**config.mk**
```make
export PLATFORM = sky130hd
export DESIGN_NAME = jtopll_wrdec
export DESIGN_NICKNAME = d
export VERILOG_FILES = /design/src/rtl/jtopll_pkg.sv /design/src/rtl/jtopll_addr_dec.sv /design/src/rtl/jtopll_wrdec.sv
export SDC_FILE = /design/constraint.sdc
export NUM_CORES = 1
export LEC_CHECK = 0
export BUFFER_PORTS_ARGS = -buffer_cell sky130_fd_sc_hd__clkbuf_2
export CAP_MARGIN = 20
export CORE_MARGIN = 2
export CORE_UTILIZATION = 45
export CTS_BUF_LIST = sky130_fd_sc_hd__clkbuf_4 sky130_fd_sc_hd__clkbuf_8
export DETAILED_ROUTE_END_ITERATION = 8
export PLACE_DENSITY = 0.77
export SLEW_MARGIN = 20
export SYNTH_ARGS = -nofsm -noshare
export SYNTH_HDL_FRONTEND = slang
export SYNTH_SLANG_ARGS = --single-unit
```
**constraint.sdc**
```tcl
create_clock -name clk -period 2.3 [get_ports clk]
set_input_delay 0.115 -clock clk [delete_from_list [all_inputs] [get_ports clk]]
set_output_delay 0.115 -clock clk [all_outputs]
set_load 0.005 [all_outputs]
```
**src/rtl/jtopll_pkg.sv**
```systemverilog
// Shared register map, FSM encoding and channel helpers for the OPLL write decoder.
package jtopll_pkg;

  localparam logic [7:0] ADDR_ORIG   = 8'h00;
  localparam logic [7:0] ADDR_RHY    = 8'h0E;
  localparam logic [7:0] ADDR_FNUMLO = 8'h10;
  localparam logic [7:0] ADDR_FNUMHI = 8'h20;
  localparam logic [7:0] ADDR_INST   = 8'h30;
  localparam int         NUM_CH      = 9;

  typedef enum logic [1:0] {
    ST_IDLE  = 2'd0,
    ST_AWAIT = 2'd1,
    ST_WZERO = 2'd2,
    ST_HOLD  = 2'd3
  } state_t;

  typedef struct packed {
    logic original;
    logic fnumlo;
    logic fnumhi;
    logic inst;
  } up_t;

  // Channel index to {group[1:0], sub[2:0]}: group = c/3, sub = c%3.
  function automatic logic [4:0] chan_sel(input logic [3:0] c);
    logic [4:0] r;
    case (c)
      4'd0: r = {2'd0, 3'd0};
      4'd1: r = {2'd0, 3'd1};
      4'd2: r = {2'd0, 3'd2};
      4'd3: r = {2'd1, 3'd0};
      4'd4: r = {2'd1, 3'd1};
      4'd5: r = {2'd1, 3'd2};
      4'd6: r = {2'd2, 3'd0};
      4'd7: r = {2'd2, 3'd1};
      4'd8: r = {2'd2, 3'd2};
      default: r = 5'd0;
    endcase
    return r;
  endfunction

endpackage

```
**src/rtl/jtopll_addr_dec.sv**
```systemverilog
// Combinational map from a latched register address to strobe, group and sub-slot.
module jtopll_addr_dec
  import jtopll_pkg::*;
(
  input  logic [7:0] addr_i,
  output logic       up_original_o,
  output logic       up_fnumlo_o,
  output logic       up_fnumhi_o,
  output logic       up_inst_o,
  output logic       rhy_o,
  output logic [1:0] group_o,
  output logic [2:0] sub_o
);

  logic [4:0] ch_sel;
  logic       ch_ok;

  assign ch_sel = chan_sel(addr_i[3:0]);
  assign ch_ok  = addr_i[3:0] < 4'(NUM_CH);

  // Channel registers only exist for channels 0-8; everything else decodes to nothing.
  always_comb begin
    up_original_o = 1'b0;
    up_fnumlo_o   = 1'b0;
    up_fnumhi_o   = 1'b0;
    up_inst_o     = 1'b0;
    rhy_o         = 1'b0;
    group_o       = 2'd0;
    sub_o         = 3'd0;
    if (addr_i[7:3] == ADDR_ORIG[7:3]) begin
      up_original_o = 1'b1;
      sub_o         = addr_i[2:0];
    end else if (addr_i == ADDR_RHY) begin
      rhy_o = 1'b1;
    end else if (ch_ok) begin
      {group_o, sub_o} = ch_sel;
      case (addr_i[7:4])
        ADDR_FNUMLO[7:4]: up_fnumlo_o = 1'b1;
        ADDR_FNUMHI[7:4]: up_fnumhi_o = 1'b1;
        ADDR_INST[7:4]:   up_inst_o   = 1'b1;
        default:          {group_o, sub_o} = 5'd0;
      endcase
    end
  end

endmodule

```
**src/rtl/jtopll_wrdec.sv**
```systemverilog
// CPU write decoder: address/data port handling, busy timing and held update strobes.
module jtopll_wrdec
  import jtopll_pkg::*;
#(
  parameter int ADDR_WAIT = 12
) (
  input  logic       clk,
  input  logic       rst,
  input  logic       cen,
  input  logic       zero,
  input  logic       cs_n,
  input  logic       wr_n,
  input  logic       addr,
  input  logic [7:0] din,
  output logic       busy,
  output logic [7:0] reg_din,
  output logic [1:0] sel_group,
  output logic [2:0] sel_sub,
  output logic       up_fnumlo,
  output logic       up_fnumhi,
  output logic       up_inst,
  output logic       up_original,
  output logic       rhy_en,
  output logic [4:0] rhy_kon
);

  localparam int CW = (ADDR_WAIT < 2) ? 1 : $clog2(ADDR_WAIT + 1);

  state_t      state_q;
  logic [CW-1:0] cnt_q;
  logic [7:0]  addr_q;
  logic [7:0]  reg_din_q;
  logic [1:0]  sel_group_q;
  logic [2:0]  sel_sub_q;
  up_t         up_q;
  logic        rhy_en_q;
  logic [4:0]  rhy_kon_q;
  logic        wr_q;
  logic        wr_d;
  logic        wev;

  up_t         dec_up;
  logic        dec_rhy;
  logic [1:0]  dec_group;
  logic [2:0]  dec_sub;

  // Bus write is level; an event is only its first active cycle.
  assign wr_d = ~cs_n & ~wr_n;
  assign wev  = wr_d & ~wr_q;

  jtopll_addr_dec u_dec (
    .addr_i        (addr_q),
    .up_original_o (dec_up.original),
    .up_fnumlo_o   (dec_up.fnumlo),
    .up_fnumhi_o   (dec_up.fnumhi),
    .up_inst_o     (dec_up.inst),
    .rhy_o         (dec_rhy),
    .group_o       (dec_group),
    .sub_o         (dec_sub)
  );

  // Write FSM; rhythm writes bypass the busy gate and never touch the FSM.
  always_ff @(posedge clk or posedge rst) begin
    if (rst) begin
      state_q     <= ST_IDLE;
      cnt_q       <= '0;
      addr_q      <= '0;
      reg_din_q   <= '0;
      sel_group_q <= '0;
      sel_sub_q   <= '0;
      up_q        <= '0;
      rhy_en_q    <= 1'b0;
      rhy_kon_q   <= '0;
      wr_q        <= 1'b0;
    end else begin
      wr_q <= wr_d;
      if (wev && addr && dec_rhy) begin
        rhy_en_q  <= din[5];
        rhy_kon_q <= din[4:0];
      end
      case (state_q)
        ST_IDLE: begin
          if (wev) begin
            if (!addr) begin
              addr_q  <= din;
              cnt_q   <= CW'(ADDR_WAIT);
              state_q <= ST_AWAIT;
            end else begin
              reg_din_q <= din;
              if (dec_up != '0) begin
                up_q        <= dec_up;
                sel_group_q <= dec_group;
                sel_sub_q   <= dec_sub;
                state_q     <= ST_WZERO;
              end
            end
          end
        end
        ST_AWAIT: begin
          if (cen) begin
            if (cnt_q <= CW'(1)) begin
              cnt_q   <= '0;
              state_q <= ST_IDLE;
            end else begin
              cnt_q <= cnt_q - CW'(1);
            end
          end
        end
        ST_WZERO: begin
          if (cen && zero) state_q <= ST_HOLD;
        end
        ST_HOLD: begin
          if (cen && zero) begin
            up_q    <= '0;
            state_q <= ST_IDLE;
          end
        end
        default: state_q <= ST_IDLE;
      endcase
    end
  end

  assign busy        = (state_q != ST_IDLE);
  assign reg_din     = reg_din_q;
  assign sel_group   = sel_group_q;
  assign sel_sub     = sel_sub_q;
  assign up_original = up_q.original;
  assign up_fnumlo   = up_q.fnumlo;
  assign up_fnumhi   = up_q.fnumhi;
  assign up_inst     = up_q.inst;
  assign rhy_en      = rhy_en_q;
  assign rhy_kon     = rhy_kon_q;

endmodule

```
==> results of run 1 <==
==> layout make-up <==
cell class / instances / area (sq um) / area share
clock buffers: 5 / 68.8 / 0.0313
multi-input cells: 101 / 845 / 0.384
clock inverters: 3 / 45.0 / 0.0205
well taps: 50 / 62.6 / 0.0284
inverters: 6 / 22.5 / 0.0102
flip-flops and latches: 38 / 951 / 0.432
repair buffers: 40 / 208 / 0.0943
==> Yosys cell counts (all sizes together), types with 2 or more instances <==
master   n  area [sq um]
nand3    3          15.0
mux2    27           323
nor2     7          26.3
ha       7          87.6
buf      3          33.8
clkbuf   3          11.3
inv      6          22.5
o21ai    5          25.0
nand2b   3          26.3
nor3     3          15.0
nand2   13          48.8
dfrtp   38           951
mux2i    6          60.1
or3      2          12.5
a211oi   2          15.0
nand4    2          12.5
and3b    3          27.5
nand3b   2          15.0
or2      3          21.3
==> flip-flops by register name, summed over array words and instances, names as in the netlist <==
name,count
up_inst,1
state_q,2
up_fnumlo,1
rhy_kon,5
rhy_en,1
sel_group,2
wr_q,1
up_original,1
addr_q,8
sel_sub,3
reg_din,8
cnt_q,4
up_fnumhi,1
==> per-layer routing <==
layer | share of wire | routed length [um] | up-vias
li1 | - | - | 620
met1 | 0.48 | 1590 | 613
met2 | 0.45 | 1470 | 32
met3 | 0.043 | 143 | 8
met4 | 0.027 | 88 | 0
met5 | 0 | 0 | -
==> cell families after synthesis <==
kind of cell	share of synthesized area
buf+inv	0.0363
flops	0.510
mux	0.206
compound gates	0.0591
simple gates	0.142
fa+ha+maj	0.0470
==> through the flow <==
stage,worst slack [ns],cells,instance area (sq um)
6_report,0.224,243,2200
5_1_grt,0.168,243,2200
4_1_cts,0.235,243,2200
3_5_place_dp,0.247,234,2080
3_3_place_gp,0.279,234,2080
2_1_floorplan,0.371,151,1860
==> how the worst min path moves through the flow <==
stage | end | startpoint | slack [ns]
6_report | wr_q | wr_n | 0.02
5_1_grt | wr_q | wr_n | 0.03
4_1_cts | wr_q | wr_n | 0.02
3_5_place_dp | cnt_q[3] | rst | 0.23
3_3_place_gp | cnt_q[1] | rst | 0.23
2_1_floorplan | wr_q | wr_n | 0.18
==> where the power goes <==
group | total (mW) | switching (mW) | internal [mW]
clock | 0.565 | 0.243 | 0.322
sequential | 1.15 | 0.241 | 0.913
combinational | 0.847 | 0.377 | 0.469
==> impl_metrics.py, run 1 <==
metrics = {
    "outcome": {
        "status": "completed",
    },
    "detailed_routing": {
        "routed_wl_um": 3290,
        "dr.pass1.iters": 4,
        "via_count": 1273,
        "via_per_inst": 5.24,
        "wl_per_cell_um": 13.5,
        "drc": 0,
        "drt_iter0_markers": 46,
        "ant_nets": 0,
    },
    "logic_synthesis": {
        "syn_avg_cell_area_sq_um": 12.3,
        "syn_nets": 173,
        "synth-main-ff-cell": "dfrtp_1",
        "ys_async_sr_fraction": 1.00,
        "synth_seq_cells": 38,
        "synth_cells": 151,
        "synth_edf_count": 0,
        "synth_cell_type_count": 36,
        "ys.warnings.count": 0,
        "yosysSeqAreaShare": 0.510,
        "synth_area_sq_um": 1860,
    },
    "critical_path": {
        "path_max_fanout": 10,
        "path_buf_inv": 0,
        "cp.required_ns": 2.48,
        "reg2reg_from": "state_q[0]",
        "max_stage_delay_ns": 0.63,
        "endpoint": "sel_group[1]",
        "cp-end-kind": "flip-flop",
        "worstRegToRegCells": 4,
        "worstSetupPathDepth": 4,
        "path_class": "reg -> reg",
        "cpMaxStageDelayCell": "a2111o_1",
        "reg2reg_slack_ns": 0.22,
        "crit_chain": "or2_4 -> nand2b_4 -> a2111o_1 -> mux2_4",
        "cp-start-kind": "flip-flop",
        "cp_top_family": "compound AO/OA/AOI/OAI gates",
        "crit-reg2reg-capture": "sel_group[1]",
        "startpoint": "state_q[0]",
        "critical_path_arrival_ns": 2.26,
    },
    "grt": {
        "gr-usage-met1": 0.200,
        "first_global_vias": 1169,
        "grt_util_met3": 0.0329,
        "antenna_found_initial": 0,
        "grt_usage": 0.156,
        "grt_use_met2": 0.244,
        "grt_pass1_wl_um": 5270,
        "overflow": 0,
        "grt_start_max_net_pins": 39,
        "busiest_layer": "met2",
    },
    "clocking": {
        "holdBufCountCts": 1,
        "clock-sinks": 38,
        "cts_tree": "built",
        "cts.clk_slew.worst_paths_ns": 0.08,
        "postCtsSetupBuffers": 0,
        "numCtsBuffers": 5,
        "root_buffer": "clkbuf_8",
        "clk_latency_ns": 0.30,
        "htreeDepth": 2,
        "cts_max_path_buffers": 2,
        "cts_resized": 0,
    },
    "cells_and_area": {
        "n_fill_cell": 353,
        "final_cell_mix": "38 x dfrtp_1, 38 x clkbuf_2, 22 x mux2_2, 13 x nand2_1",
        "final_util": 0.551,
        "fin_nets": 214,
        "layout-drive-gt1-share": 0.420,
        "antenna_cells": 0,
        "syn_to_final_growth_pct": 18.2,
    },
    "sta": {
        "period_share": 0.903,
        "finalSetupViolCount": 0,
        "tightest_slew_ns": 0.481,
        "final.setup.tns_ns": 0,
        "min_period_ns": 2.08,
        "finClkSkew_ns": 0.00799,
        "hold_violations": 0,
        "rsz0062_at_grt": "no",
        "clock.fmax_ghz": 0.482,
        "maxSlewViolCount": 0,
        "slew_headroom": 0.679,
        "holdWs_ns": 0.0173,
    },
    "power": {
        "p_total_mw": 2.57,
        "peakVddDrop_v": 0.000542,
        "leakage_nw": 1.12,
        "powerDensity_nw_per_um2": 1170,
    },
    "floorplan": {
        "die_h_um": 68.3,
        "rows": 23,
        "ios": 39,
        "start_util": 0.466,
        "design.die.area_sq_um": 4670,
        "coreArea_sq_um": 4000,
        "die_x_um": 68.3,
    },
    "placement": {
        "place.detailed.hpwl_um": 2410,
        "gp_congestion": 0.849,
        "io_buffers": 38,
    },
    "worst_hold_path": {
        "holdPathStages": 2,
        "hp-class": "in -> reg",
    },
    "job": {
        "maxCapViolCount": 0,
    },
}
(Power assumes the default switching activity.)
==> inputs of run 2 (changes only) <==
Settings changed: CORE_UTILIZATION 45 to 56, PLACE_DENSITY 0.77 to 0.9.
==> run 2 against run 1 <==
Compared with the run above: maximum frequency decreased by 0.87%; register-to-register slack got worse by 0.02 ns; die area decreased by 19%; global-route usage increased by 6.7 points; combinational power increased by 3.5%; clock-buffer cell count unchanged; sequential power about the same; largest cell class unchanged.
==> impl_metrics.py, run 2 (synthesized netlist as in run 1, its figures left out) <==
metrics = {
    "placement": {
        "dp_cells": 229,
        "place.detailed.hpwl_um": 2820,
        "gp_congestion": 0.805,
        "io_buffers": 38,
        "post_dp_cell_area_sq_um": 2080,
    },
    "floorplan": {
        "ios": 39,
        "die_x_um": 61.7,
        "die_h_um": 61.7,
        "start_util": 0.600,
        "design.die.area_sq_um": 3800,
        "rows": 20,
        "coreArea_sq_um": 3100,
    },
    "detailed_routing": {
        "drt_iter0_markers": 67,
        "via_count": 1306,
        "routed_wl_um": 3600,
        "drc": 0,
        "ant_nets": 0,
        "wl_per_cell_um": 15.0,
        "dr.pass1.iters": 4,
        "via_per_inst": 5.44,
    },
    "cells_and_area": {
        "fin_nets": 217,
        "layout-drive-gt1-share": 0.418,
        "final_cell_mix": "38 x dfrtp_1, 38 x clkbuf_2, 22 x mux2_2, 13 x nand2_1",
        "stdcell_area_sq_um": 2210,
        "antenna_cells": 0,
        "syn_to_final_growth_pct": 18.9,
        "n_fill_cell": 247,
        "multi_input_area_sq_um": 845,
        "seq_area_sq_um": 951,
        "fin_cells": 240,
    },
    "critical_path": {
        "reg2reg_slack_ns": 0.21,
        "cp-start-kind": "flip-flop",
        "path_buf_inv": 0,
        "crit_chain": "or2_4 -> nand2b_4 -> a2111o_1 -> mux2_4",
        "max_stage_delay_ns": 0.64,
        "critical_path_arrival_ns": 2.33,
        "startpoint": "state_q[0]",
        "cp_top_family": "compound AO/OA/AOI/OAI gates",
        "path_max_fanout": 10,
        "cpMaxStageDelayCell": "a2111o_1",
        "cp.required_ns": 2.54,
        "path_class": "reg -> reg",
        "reg2reg_from": "state_q[0]",
        "cp-end-kind": "flip-flop",
    },
    "sta": {
        "final.setup.tns_ns": 0,
        "slew_headroom": 0.459,
        "hold_violations": 0,
        "clock.fmax_ghz": 0.477,
        "finalSetupViolCount": 0,
        "tightest_slew_ns": 0.810,
        "min_period_ns": 2.09,
        "maxSlewViolCount": 0,
        "finClkSkew_ns": 0.00543,
        "period_share": 0.911,
        "rsz0062_at_grt": "no",
    },
    "job": {
        "maxCapViolCount": 0,
    },
    "grt": {
        "grt_start_max_net_pins": 24,
        "first_global_vias": 1307,
        "overflow": 0,
        "antenna_found_initial": 0,
        "grt_usage": 0.223,
        "grt_pass1_wl_um": 6020,
    },
    "power": {
        "net-switching-power_mw": 0.871,
        "leakage_nw": 1.14,
        "p_total_mw": 2.60,
        "peakVddDrop_v": 0.000719,
        "pwr-share-comb": 0.338,
        "powerDensity_nw_per_um2": 1170,
        "p_clk_frac": 0.216,
        "switching_share": 0.335,
        "intPower_mw": 1.73,
        "power.sequential.fraction": 0.446,
    },
    "clocking": {
        "cts.clk_slew.worst_paths_ns": 0.11,
        "cts_max_path_buffers": 2,
        "numCtsBuffers": 5,
        "root_buffer": "clkbuf_4",
        "cts_tree": "built",
        "clock-sinks": 38,
        "clk_latency_ns": 0.34,
        "htreeDepth": 2,
    },
    "worst_hold_path": {
        "hold_start": "din[7]",
        "hp-class": "in -> reg",
    },
    "outcome": {
        "status": "completed",
    },
}
==> run 2: power groups by stage <==
stage	Combinational (mW)	Clock (mW)	Sequential (mW)
floorplan	0.641	0	1.09
global placement	0.820	0	1.14
detailed placement	0.879	0	1.17
CTS	0.889	0.570	1.16
global route	0.988	0.605	1.20
finish	0.877	0.561	1.16
==> run 2: per-layer routing <==
| metal | GRT usage | vias to the layer above | share of wire | wire length, um |
|---|---|---|---|---|
| met1 | 0.276 | 627 | 0.43 | 1540 |
| met2 | 0.374 | 49 | 0.51 | 1850 |
| met5 | 0 | - | 0 | 0 |
| met3 | 0.0651 | 4 | 0.053 | 191 |
| li1 | - | 626 | - | - |
| met4 | 0.0760 | 0 | 0.0080 | 29 |
==> run 2: final timing paths <==
check / cells after the start / endpoint
max in group asynchronous: 4 / reg_din[0]
worst min register to register: 1 / rhy_kon[0]
min in group asynchronous: 3 / reg_din[5]
worst max register to register: 4 / sel_sub[2]
worst max-delay path: 4 / sel_sub[2]
worst min-delay path: 2 / addr_q[7]
==> run 2: worst register-to-register path: cells and delay by family (launching register included) <==
family          cells  cell delay [ns]
compound gates      1             0.64
flops               1             0.47
mux                 1             0.38
simple gates        2             0.51
==> run 2: layout make-up <==
class	instances	share of cell area
Tap cell	44	0.0249
Clock buffer	5	0.0169
Multi-Input combinational cell	101	0.381
Inverter	6	0.0102
Timing Repair Buffer	43	0.106
Sequential cell	38	0.429
Clock inverter	3	0.0311
==> run 2: what timing repair did <==
item                      4_1_cts  5_1_grt
hold endpoints to repair       22        0
hold buffers                    3        0
setup buffers                   0        0
gates resized for setup         0        0
==> run 2: per-stage QoR <==
stage	worst slack [ns]	utilization	hold slack, ns
2_1_floorplan	0.371	-	0.176
3_3_place_gp	0.295	0.670	0.278
3_5_place_dp	0.198	0.670	0.301
4_1_cts	0.197	0.714	0.00948
5_1_grt	0.133	0.714	0.0187
6_report	0.206	0.714	0.0195
